`config.mk`:
```
export PLATFORM = sky130hd
export DESIGN_NAME = fft_addr_gen_flat
export DESIGN_NICKNAME = d
export VERILOG_FILES = /design/src/rtl/fft_pkg.sv /design/src/rtl/fft_addr_gen_if.sv /design/src/rtl/fft_bfly_addr.sv /design/src/rtl/fft_addr_gen.sv /design/src/flat_wrapper.sv
export SDC_FILE = /design/constraint.sdc
export NUM_CORES = 1
export LEC_CHECK = 0
export ABC_AREA = 1
export BUFFER_PORTS_ARGS = -buffer_cell sky130_fd_sc_hd__buf_2
export CAP_MARGIN = 20
export CORE_ASPECT_RATIO = 0.5
export CORE_MARGIN = 1.5
export CORE_UTILIZATION = 40
export DETAILED_ROUTE_END_ITERATION = 16
export GPL_ROUTABILITY_DRIVEN = 0
export SLEW_MARGIN = 20
export SYNTH_ARGS = -nofsm -noshare
export SYNTH_HDL_FRONTEND = slang
export SYNTH_SLANG_ARGS = --single-unit
```
`constraint.sdc`:
```
create_clock -name clk -period 2.5 [get_ports clk]
set_input_delay 0.25 -clock clk [delete_from_list [all_inputs] [get_ports clk]]
set_output_delay 0.25 -clock clk [all_outputs]
set_load 0.05 [all_outputs]
```
`src/rtl/fft_pkg.sv`:
```
// Shared types and constants for the 16-point radix-2 DIF FFT address generator.
package fft_pkg;

  localparam int FFT_N      = 16;
  localparam int FFT_LOG2N  = 4;
  localparam int GROUP_BFLY = 4;

  typedef enum logic [1:0] {
    ADDR_IDLE    = 2'b00,
    ADDR_LOAD_AB = 2'b01,
    ADDR_LOAD_TW = 2'b10,
    ADDR_WRITE   = 2'b11
  } addr_mode_e;

  // Bit-reversed index used for natural-order readout of a DIF result.
  function automatic logic [3:0] bit_rev4(input logic [3:0] x);
    return {x[0], x[1], x[2], x[3]};
  endfunction

endpackage

```
`src/rtl/fft_addr_gen_if.sv`:
```
// Controller-facing bundle of the FFT address generator.
interface fft_addr_gen_if;
  import fft_pkg::*;

  addr_mode_e addr_mode;
  logic       read_enable;
  logic       write_enable;
  logic       output_ena;
  logic [3:0] sram_addr;
  logic [2:0] twiddle_addr;
  logic [2:0] samples_in_count_out;
  logic       iteration_strobe;
  logic       stage_done;
  logic       output_done;
  logic [1:0] stage;

  modport master (
    output addr_mode, read_enable, write_enable, output_ena,
    input  sram_addr, twiddle_addr, samples_in_count_out,
    input  iteration_strobe, stage_done, output_done, stage
  );

  modport slave (
    input  addr_mode, read_enable, write_enable, output_ena,
    output sram_addr, twiddle_addr, samples_in_count_out,
    output iteration_strobe, stage_done, output_done, stage
  );

endinterface

```
`src/rtl/fft_bfly_addr.sv`:
```
// Maps (stage, butterfly, A/B select) to the in-place data address and
// twiddle index. All spans are powers of two, so the divide/modulo of the
// addressing formula reduce to shifts and masks.
module fft_bfly_addr (
  input  logic [1:0] stage_i,
  input  logic [2:0] bfly_i,
  input  logic       sel_b_i,
  output logic [3:0] addr_o,
  output logic [2:0] tw_o
);

  logic [3:0] span;
  logic [3:0] lo;
  logic [3:0] hi;
  logic [3:0] tw_full;

  // Split the butterfly index into block number and offset within the span.
  always_comb begin
    span    = 4'd8 >> stage_i;
    lo      = {1'b0, bfly_i} & (span - 4'd1);
    hi      = ({1'b0, bfly_i} >> (2'd3 - stage_i)) << (3'd4 - {1'b0, stage_i});
    addr_o  = (hi | lo) + (sel_b_i ? span : 4'd0);
    tw_full = lo << stage_i;
    tw_o    = tw_full[2:0];
  end

endmodule

```
`src/rtl/fft_addr_gen.sv`:
```
// Address/sequence generator for an in-place 16-point radix-2 DIF FFT.
// Counters are registered; all outputs are combinational from those
// counters and the current mode/enables.
module fft_addr_gen (
  input  logic           clk,
  input  logic           rst,
  fft_addr_gen_if.slave  bus
);
  import fft_pkg::*;

  logic [2:0] ld_cnt_q,  ld_cnt_d;
  logic [1:0] tw_cnt_q,  tw_cnt_d;
  logic [2:0] wb_cnt_q,  wb_cnt_d;
  logic [3:0] out_cnt_q, out_cnt_d;
  logic       gb_q,      gb_d;        // 1 means group base 4
  logic [1:0] stage_q,   stage_d;
  logic       stage_done_q, stage_done_d;

  logic       ld_go, tw_go, wb_go, ro_go;
  logic       grp_done, ro_last;
  logic [2:0] seq_cnt;
  logic [2:0] bfly;
  logic [3:0] bfly_addr;
  logic [2:0] bfly_tw;

  // Decide which sequence, if any, is qualified this cycle.
  always_comb begin
    ld_go    = (bus.addr_mode == ADDR_LOAD_AB) && bus.read_enable;
    tw_go    = (bus.addr_mode == ADDR_LOAD_TW) && bus.read_enable;
    wb_go    = (bus.addr_mode == ADDR_WRITE)   && bus.write_enable;
    ro_go    = (bus.addr_mode == ADDR_IDLE)    && bus.output_ena && stage_done_q;
    grp_done = wb_go && (wb_cnt_q == 3'd7) && gb_q;
    ro_last  = ro_go && (out_cnt_q == 4'd15);
    // Twiddle loads step one butterfly per cycle; A/B sequences two cycles each.
    if (wb_go)      seq_cnt = wb_cnt_q;
    else if (tw_go) seq_cnt = {tw_cnt_q, 1'b0};
    else            seq_cnt = ld_cnt_q;
    bfly = {gb_q, seq_cnt[2:1]};
  end

  fft_bfly_addr u_bfly (
    .stage_i (stage_q),
    .bfly_i  (bfly),
    .sel_b_i (seq_cnt[0]),
    .addr_o  (bfly_addr),
    .tw_o    (bfly_tw)
  );

  assign bus.sram_addr            = (ld_go || wb_go) ? bfly_addr :
                                    ro_go ? bit_rev4(out_cnt_q) : 4'd0;
  assign bus.twiddle_addr         = tw_go ? bfly_tw : 3'd0;
  assign bus.samples_in_count_out = ld_cnt_q;
  assign bus.iteration_strobe     = grp_done;
  assign bus.stage_done           = stage_done_q;
  assign bus.output_done          = ro_last;
  assign bus.stage                = stage_q;

  // Next-state of every counter; unqualified cycles hold everything.
  always_comb begin
    ld_cnt_d     = ld_cnt_q;
    tw_cnt_d     = tw_cnt_q;
    wb_cnt_d     = wb_cnt_q;
    out_cnt_d    = out_cnt_q;
    gb_d         = gb_q;
    stage_d      = stage_q;
    stage_done_d = stage_done_q;
    if (ld_go) ld_cnt_d = ld_cnt_q + 3'd1;
    if (tw_go) tw_cnt_d = tw_cnt_q + 2'd1;
    if (wb_go) begin
      wb_cnt_d = wb_cnt_q + 3'd1;
      if (wb_cnt_q == 3'd7) begin
        gb_d = ~gb_q;
        if (gb_q) begin
          stage_d = stage_q + 2'd1;
          if (stage_q == 2'd3) stage_done_d = 1'b1;
        end
      end
    end
    if (ro_go) begin
      out_cnt_d = out_cnt_q + 4'd1;
      if (ro_last) begin
        out_cnt_d    = 4'd0;
        gb_d         = 1'b0;
        stage_d      = 2'd0;
        stage_done_d = 1'b0;
      end
    end
  end

  // Counter registers with synchronous reset.
  always_ff @(posedge clk) begin
    if (rst) begin
      ld_cnt_q     <= 3'd0;
      tw_cnt_q     <= 2'd0;
      wb_cnt_q     <= 3'd0;
      out_cnt_q    <= 4'd0;
      gb_q         <= 1'b0;
      stage_q      <= 2'd0;
      stage_done_q <= 1'b0;
    end else begin
      ld_cnt_q     <= ld_cnt_d;
      tw_cnt_q     <= tw_cnt_d;
      wb_cnt_q     <= wb_cnt_d;
      out_cnt_q    <= out_cnt_d;
      gb_q         <= gb_d;
      stage_q      <= stage_d;
      stage_done_q <= stage_done_d;
    end
  end

endmodule

```
`src/flat_wrapper.sv`:
```
// flat-port wrapper written by rule: the top's interface ports become plain ports
module fft_addr_gen_flat import fft_pkg::*;
  (clk, rst, bus_addr_mode, bus_read_enable, bus_write_enable, bus_output_ena, bus_sram_addr, bus_twiddle_addr, bus_samples_in_count_out, bus_iteration_strobe, bus_stage_done, bus_output_done, bus_stage);
  fft_addr_gen_if bus_i ();
  input  logic clk;
  input  logic rst;
  input wire logic [$bits(bus_i.addr_mode)-1:0] bus_addr_mode;
  input wire logic [$bits(bus_i.read_enable)-1:0] bus_read_enable;
  input wire logic [$bits(bus_i.write_enable)-1:0] bus_write_enable;
  input wire logic [$bits(bus_i.output_ena)-1:0] bus_output_ena;
  output wire logic [$bits(bus_i.sram_addr)-1:0] bus_sram_addr;
  output wire logic [$bits(bus_i.twiddle_addr)-1:0] bus_twiddle_addr;
  output wire logic [$bits(bus_i.samples_in_count_out)-1:0] bus_samples_in_count_out;
  output wire logic [$bits(bus_i.iteration_strobe)-1:0] bus_iteration_strobe;
  output wire logic [$bits(bus_i.stage_done)-1:0] bus_stage_done;
  output wire logic [$bits(bus_i.output_done)-1:0] bus_output_done;
  output wire logic [$bits(bus_i.stage)-1:0] bus_stage;
  assign bus_i.addr_mode = bus_addr_mode;
  assign bus_i.read_enable = bus_read_enable;
  assign bus_i.write_enable = bus_write_enable;
  assign bus_i.output_ena = bus_output_ena;
  assign bus_sram_addr = bus_i.sram_addr;
  assign bus_twiddle_addr = bus_i.twiddle_addr;
  assign bus_samples_in_count_out = bus_i.samples_in_count_out;
  assign bus_iteration_strobe = bus_i.iteration_strobe;
  assign bus_stage_done = bus_i.stage_done;
  assign bus_output_done = bus_i.output_done;
  assign bus_stage = bus_i.stage;
  fft_addr_gen u_core (.clk(clk), .rst(rst), .bus(bus_i));
endmodule
```
After elaboration in Yosys (flattened, before gate mapping)

Index checks and enable logic that the tools add are counted.

Register bits after elaboration: 16
Input bits: 7
Output and inout port bits: 15
Word-level logic and storage cells: 61

Mux-type cells: 22
Shifts and indexed selects: 4
Reductions and logical operators: 10
Equality and inequality tests: 6
Bitwise logic cells: 3
Add/sub/neg operators: 9

Operators by type and width:

| cell                  | count |
|---|---|
| $mux W4               | 4 |
| $mux W1               | 10 |
| $mux W2               | 5 |
| $mux W3               | 3 |
| $logic_and A1 B1 Y1   | 8 |
| $add A3 B1 Y3 const B | 2 |
| $eq A2 B2 Y1 const B  | 3 |
| $add A2 B1 Y2 const B | 2 |
| $add A4 B1 Y4 const B | 1 |
| $add A4 B4 Y4         | 1 |
| $and A3 B4 Y4         | 1 |
| $eq A4 B4 Y1 const B  | 1 |
| $or A4 B4 Y4          | 1 |
| $shl A4 B2 Y3         | 1 |
| $shl A4 B3 Y4         | 1 |
| $shr A3 B2 Y4         | 1 |
| $shr A4 B2 Y4 const A | 1 |
| $sub A4 B1 Y4 const B | 1 |
| $eq A3 B3 Y1 const B  | 1 |
| $sub A3 B2 Y3 const A | 1 |
| $eq A2 B1 Y1 const B  | 1 |
| $logic_not A2 Y1      | 1 |
| $sub A2 B2 Y2 const A | 1 |
| $logic_or A1 B1 Y1    | 1 |
| $not A1 Y1            | 1 |

Depth between registers and ports, before layout

Depth in word-level cells: 9
Depth in mapped cells: 19
Depth with buffers taken out: 19

By module

Synthesis repeated with hierarchy kept, for this count alone.

Cell total of the unflattened synthesis: 200
Area total of the unflattened synthesis: 1303.8 µm²

By module, submodules not included:

| module        | cells an instance | sequential area each (µm²) | times used | area an instance (µm²) |
|---|---|---|---|---|
| fft_addr_gen  | 137               | 320.3                      | 1          | 935.9 |
| fft_bfly_addr | 63                | 0.0                        | 1          | 367.9 |

Least setup slack after synthesis

OpenSTA, ideal clock, no wires.

Path kind: register to output
Start point: reg u_core.stage_q[0] (netlist: u_core.bus.stage[0])
End point: out bus_sram_addr[2]
Data required time: 2.250 ns
Arrival: 3.362 ns
Setup slack: -1.112 ns
Cell stages (with the launch flop): 10
Buffers on the path: 0
Cells stage by stage: dfxtp_1 -> inv_1 -> ha_1 -> nor2_1 -> nand2_1 -> nand2_1 -> ha_1 -> fa_1 -> xnor2_1 -> o21ai_0

Longest elaborated chain between the ends: 6
Elaborated cells on any way between the ends: 11
Classes of those cells: add/sub: 4; shift: 3; mux: 2; bitwise: 2

RTL lines:

| what                                           | RTL line                                 | source |
|---|---|---|
| start: declaration                             | fft_addr_gen.sv:16                       | `logic [1:0] stage_q, stage_d;` |
| start signal: assignment                       | fft_addr_gen.sv:106                      | `stage_q <= stage_d;` |
| $sub A2 B2 Y2 or $shr A4 B2 Y4 (tied branches) | fft_bfly_addr.sv:21, fft_bfly_addr.sv:19 |  |
| $shr A3 B2 Y4 or $sub A4 B1 Y4 (tied branches) | fft_bfly_addr.sv:21, fft_bfly_addr.sv:20 |  |
| $shl A4 B3 Y4 or $and A3 B4 Y4 (tied branches) | fft_bfly_addr.sv:21, fft_bfly_addr.sv:20 |  |
| $or A4 B4 Y4                                   | fft_bfly_addr.sv:22                      | `addr_o = (hi \| lo) + (sel_b_i ? span : 4'd0);` |
| $add A4 B4 Y4 (*)                              | fft_bfly_addr.sv:22                      |  |
| $mux W4 (*)                                    | fft_addr_gen.sv:49                       | `assign bus.sram_addr = (ld_go \|\| wb_go) ? bfly_addr :` |
| end: declaration                               | flat_wrapper.sv:11                       | `output wire logic [$bits(bus_i.sram_addr)-1:0] bus_sram_addr;` |

Mark *: on every way between the ends. The rest lies on a longest branch, timed or not.

Worst setup path after layout

Start point: reg u_core.stage_q[1] (netlist: u_core.bus.stage[1])
End point: out bus_sram_addr[3]

Same word-level chain as after synthesis.

==> impl_metrics.prom <==
# TYPE chip_impl_metric gauge
chip_impl_metric{name="drt-initial-drc-count",unit=""} 30
chip_impl_metric{name="drt_wl_total",unit="um"} 3270
chip_impl_info{name="result_of_the_run",value="finished with violations"} 1
chip_impl_metric{name="timing.setup.tns",unit="ns"} -0.143
chip_impl_metric{name="timing.critical_path.buf_inv",unit=""} 3
chip_impl_metric{name="placement.setup.worst_slack",unit="ns"} -0.0306
chip_impl_metric{name="floorplan.die.height",unit="um"} 42.3
chip_impl_metric{name="clk_latency",unit="ns"} 0.25
chip_impl_metric{name="timing.critical_path.depth",unit=""} 15
chip_impl_metric{name="post_synth_instance_area",unit="sq um"} 1230
chip_impl_metric{name="maximum_number_of_pins_on_one_net_before_global_route_repair",unit=""} 14
chip_impl_metric{name="synth_edf_count",unit=""} 0
chip_impl_info{name="critical_path.startpoint",value="u_core.bus.stage[1]"} 1
chip_impl_metric{name="yosys.cell_types.count",unit=""} 31
chip_impl_metric{name="area.growth.synth_to_final",unit="%"} 44.4
chip_impl_info{name="startpoint_type",value="register"} 1
chip_impl_info{name="synth_flop_type",value="sky130_fd_sc_hd__dfxtp_1"} 1
chip_impl_metric{name="worstPathArrival",unit="ns"} 2.39
chip_impl_info{name="setup.worst_path.class",value="reg -> out"} 1
chip_impl_metric{name="grt_remaining_overflow",unit=""} 0
chip_impl_metric{name="mean_post_synth_cell_area",unit="sq um"} 6.73
chip_impl_metric{name="clk_transition_reported_paths",unit="ns"} 0.06
chip_impl_metric{name="globalRouteTotalUtil",unit="%"} 20.2
chip_impl_metric{name="finalCriticalPeriod",unit="ns"} 2.64
chip_impl_metric{name="cp.required",unit="ns"} 2.25
chip_impl_info{name="critical_path.endpoint_type",value="output pin"} 1
chip_impl_info{name="holdCritPathClass",value="in -> reg"} 1
chip_impl_metric{name="hpwlAfterDp",unit="um"} 2360
chip_impl_info{name="reg2reg_from",value="u_core.bus.stage[1]"} 1
chip_impl_metric{name="num_cts_buffers",unit=""} 3
chip_impl_metric{name="cts_sinks",unit=""} 16
chip_impl_metric{name="final_cell_area",unit="sq um"} 1780
chip_impl_metric{name="max_cap_viol_count",unit=""} 0
chip_impl_info{name="synth_top_family_by_area",value="simple AND/OR/NAND/NOR gates"} 1
chip_impl_metric{name="post_synth_fa_ha_maj_area_fraction",unit="%"} 14.8
chip_impl_metric{name="placement_stage_cell_area",unit="sq um"} 1540
chip_impl_metric{name="r2r_setup_slack",unit="ns"} 1.16
chip_impl_metric{name="buffer_ports.inserted",unit=""} 21
chip_impl_metric{name="insertedDiodeCount",unit=""} 0
chip_impl_metric{name="slew_viol_final",unit=""} 0
chip_impl_metric{name="relSlewSlack",unit="%"} 82.2
chip_impl_metric{name="grt_first_pass_wirelength",unit="um"} 5320
chip_impl_metric{name="reg2reg_depth",unit=""} 6
chip_impl_metric{name="fin_cells",unit=""} 267
chip_impl_info{name="worstReg2RegEnd",value="u_core.bus.stage[1]"} 1
chip_impl_metric{name="cts-hold-fix-buffers",unit=""} 0
chip_impl_info{name="cp_common_cell",value="sky130_fd_sc_hd__nand2_1"} 1
chip_impl_metric{name="nNetsFinal",unit=""} 252
chip_impl_metric{name="detail_route.drc_violations",unit=""} 0
chip_impl_info{name="path_cells",value="clkinvlp_4 > ha_2 > nor2_4 > nand3_1 > nand3_2 > ha_4 > nand2_1 > nand2_1 > a31oi_1 > inv_1 > nand2_1 > nand2_2 > nand2_2 > nand2_4 > buf_8"} 1
chip_impl_info{name="cp_top_family",value="simple AND/OR/NAND/NOR gates"} 1
chip_impl_metric{name="rows",unit=""} 13
chip_impl_metric{name="max-vdd-ir-drop",unit="mV"} 0.376
chip_impl_metric{name="total_leakage_power",unit="uW"} 0.000839
chip_impl_info{name="standard_cell_with_the_maximum_stage_delay_on_the_critical_path",value="sky130_fd_sc_hd__dfxtp_4"} 1
chip_impl_metric{name="vias_per_cell",unit=""} 4.84
chip_impl_metric{name="clk_skew",unit="ns"} 0.00305
chip_impl_metric{name="fin_worst_hold_slack",unit="ns"} 0.338
chip_impl_metric{name="postSynth.asyncResetShare",unit="%"} 0
chip_impl_info{name="tritoncts",value="yes"} 1
chip_impl_metric{name="core_outline_area",unit="sq um"} 2750
chip_impl_metric{name="detail_route.wl_per_cell",unit="um"} 12.3
chip_impl_metric{name="dieArea",unit="sq um"} 3440
chip_impl_metric{name="yosys_warnings",unit=""} 0
chip_impl_metric{name="layout-drive-gt1-share",unit="%"} 39.6
chip_impl_metric{name="detail_route.first_pass.iterations",unit=""} 4
chip_impl_metric{name="h_tree_levels",unit=""} 1
chip_impl_metric{name="tightestPinTransition",unit="ns"} 0.266
chip_impl_metric{name="cp_slowest_stage_delay",unit="ns"} 0.36
chip_impl_metric{name="finalHoldViolations",unit=""} 0
chip_impl_metric{name="synth-seq-cells",unit=""} 16
chip_impl_metric{name="die_w",unit="um"} 81.5
chip_impl_metric{name="yosys.area_share.xor_xnor",unit="%"} 1.42
chip_impl_metric{name="post-place-cells",unit=""} 256
chip_impl_info{name="setup_repair_after_global_routing_missed_its_margin",value="true"} 1
chip_impl_metric{name="fmaxAchievable",unit="GHz"} 0.378
chip_impl_metric{name="synth_compound_area_share",unit="%"} 14.0
chip_impl_metric{name="clock_tree.buffer_depth",unit=""} 2
chip_impl_metric{name="pin_count",unit=""} 22
chip_impl_metric{name="share_of_the_yosys_chip_area_belonging_to_registers",unit="%"} 26.0
chip_impl_metric{name="floorplan.initialDensity",unit="%"} 44.8
chip_impl_info{name="violations",value="negative setup slack"} 1
chip_impl_info{name="layout_commonest_cell",value="sky130_fd_sc_hd__nand2_1"} 1
chip_impl_info{name="most-common-layout-cells",value="sky130_fd_sc_hd__nand2_1 (41), sky130_fd_sc_hd__buf_4 (24), sky130_fd_sc_hd__inv_1 (23)"} 1
chip_impl_metric{name="syn_inst",unit=""} 183
chip_impl_metric{name="critical_path.max_fanout",unit=""} 4
chip_impl_metric{name="antenna_found_initial",unit=""} 0
chip_impl_metric{name="syn_nets",unit=""} 204
chip_impl_info{name="worst_setup_path_endpoint",value="bus_sram_addr[3]"} 1
chip_impl_metric{name="p_per_area",unit="nW/um^2"} 324
chip_impl_info{name="clockRootBuffer",value="sky130_fd_sc_hd__clkbuf_8"} 1
chip_impl_metric{name="detailroute.via_count",unit=""} 1293
chip_impl_metric{name="postRouteAntennaNets",unit=""} 0
chip_impl_metric{name="post_synthesis_share_of_cell_area_spent_on_and_or_nand_and_nor_gates",unit="%"} 33.8
chip_impl_metric{name="grt_pass1_vias",unit=""} 1139
chip_impl_metric{name="final.setup.worst_slack",unit="ns"} -0.143
chip_impl_metric{name="yosys-mux-area-fraction",unit="%"} 0
chip_impl_metric{name="final.period_utilization",unit="%"} 106
chip_impl_metric{name="timing.final.setup_violations",unit=""} 1
metal layers:
| metal | global-route usage, % | wire length (um) | part of all wire, % |
|---|---|---|---|
| met4 | 3.10 | 9 | 0.27 |
| met2 | 31.7 | 1500 | 46 |
| met5 | 0 | 0 | 0 |
| met3 | 3.91 | 129 | 3.9 |
| met1 | 28.9 | 1640 | 50 |
power breakdown:
group	switching, uW	total, uW	internal, uW	leakage (uW)
clock network	90.8	231	140	0.0000288
logic	53.0	85.3	32.3	0.000679
registers	3.20	260	257	0.000132
total	147	576	429	0.000839
how the worst min path moves through the flow:
| stage | from | endpoint | slack (ns) | depth (start not counted) |
|---|---|---|---|---|
| final | rst | u_core.wb_cnt_q[2] | 0.34 | 2 |
| after global routing | rst | u_core.out_cnt_q[2] | 0.37 | 2 |
| after CTS | rst | u_core.bus.samples_in_count_out[1] | 0.34 | 2 |
| after detailed placement | u_core.tw_cnt_q[0] | u_core.tw_cnt_q[0] | 0.49 | 2 |
| after global placement | u_core.wb_cnt_q[1] | u_core.wb_cnt_q[1] | 0.48 | 2 |
| after floorplan | rst | u_core.tw_cnt_q[1] | 0.40 | 2 |
registers in the layout (all words and copies together), names as in the netlist:
name	flops
u_core.bus.samples_in_count_out	3
u_core.bus.stage_done	1
u_core.out_cnt_q	4
u_core.wb_cnt_q	3
u_core.gb_q	1
u_core.tw_cnt_q	2
u_core.bus.stage	2
stage by stage:
step,power (uW),utilization (%)
after floorplan,312,-
after global placement,342,55.8
after detailed placement,343,55.8
after CTS,578,63.3
after global routing,605,64.7
final,576,64.7
cell families (layout without fill, tap and decap cells):
group | after synthesis | after routing
AND/OR/NAND/NOR | 91 | 91
buffers and inverters | 32 | 79
AO/OA/AOI/OAI | 28 | 28
flip-flops | 16 | 16
adder cells (fa/ha/maj) | 14 | 14
XOR/XNOR | 2 | 2
synthesized netlist by cell type, types with 2 or more instances:
cell / number / area (sq um)
sky130_fd_sc_hd__o21ai_1: 2 / 10.0
sky130_fd_sc_hd__nand3_1: 10 / 50.1
sky130_fd_sc_hd__inv_2: 2 / 7.51
sky130_fd_sc_hd__inv_1: 27 / 101
sky130_fd_sc_hd__ha_1: 13 / 163
sky130_fd_sc_hd__a31oi_1: 2 / 12.5
sky130_fd_sc_hd__dfxtp_1: 16 / 320
sky130_fd_sc_hd__nand2_1: 47 / 176
sky130_fd_sc_hd__nor2_1: 19 / 71.3
sky130_fd_sc_hd__o21ai_0: 5 / 25.0
sky130_fd_sc_hd__a21oi_2: 2 / 17.5
sky130_fd_sc_hd__nand3_2: 2 / 20.0
sky130_fd_sc_hd__nor3b_1: 3 / 22.5
sky130_fd_sc_hd__nor3_1: 5 / 25.0
sky130_fd_sc_hd__a21oi_1: 12 / 60.1
cell type report:
type | count | area, sq um
Clock buffer | 4 | 55.1
Fill cell | 239 | 970
Inverter | 30 | 118
Multi-Input combinational cell | 135 | 923
Sequential cell | 16 | 329
Tap cell | 37 | 46.3
Timing Repair Buffer | 45 | 308
repair_timing:
action / in CTS / in global routing
pin swaps: 10 / 12
setup endpoints to repair: 3 / 3
setup buffers: 7 / 0
gates resized for setup: 23 / 11
No activity file was read; power rests on OpenSTA's default activity.
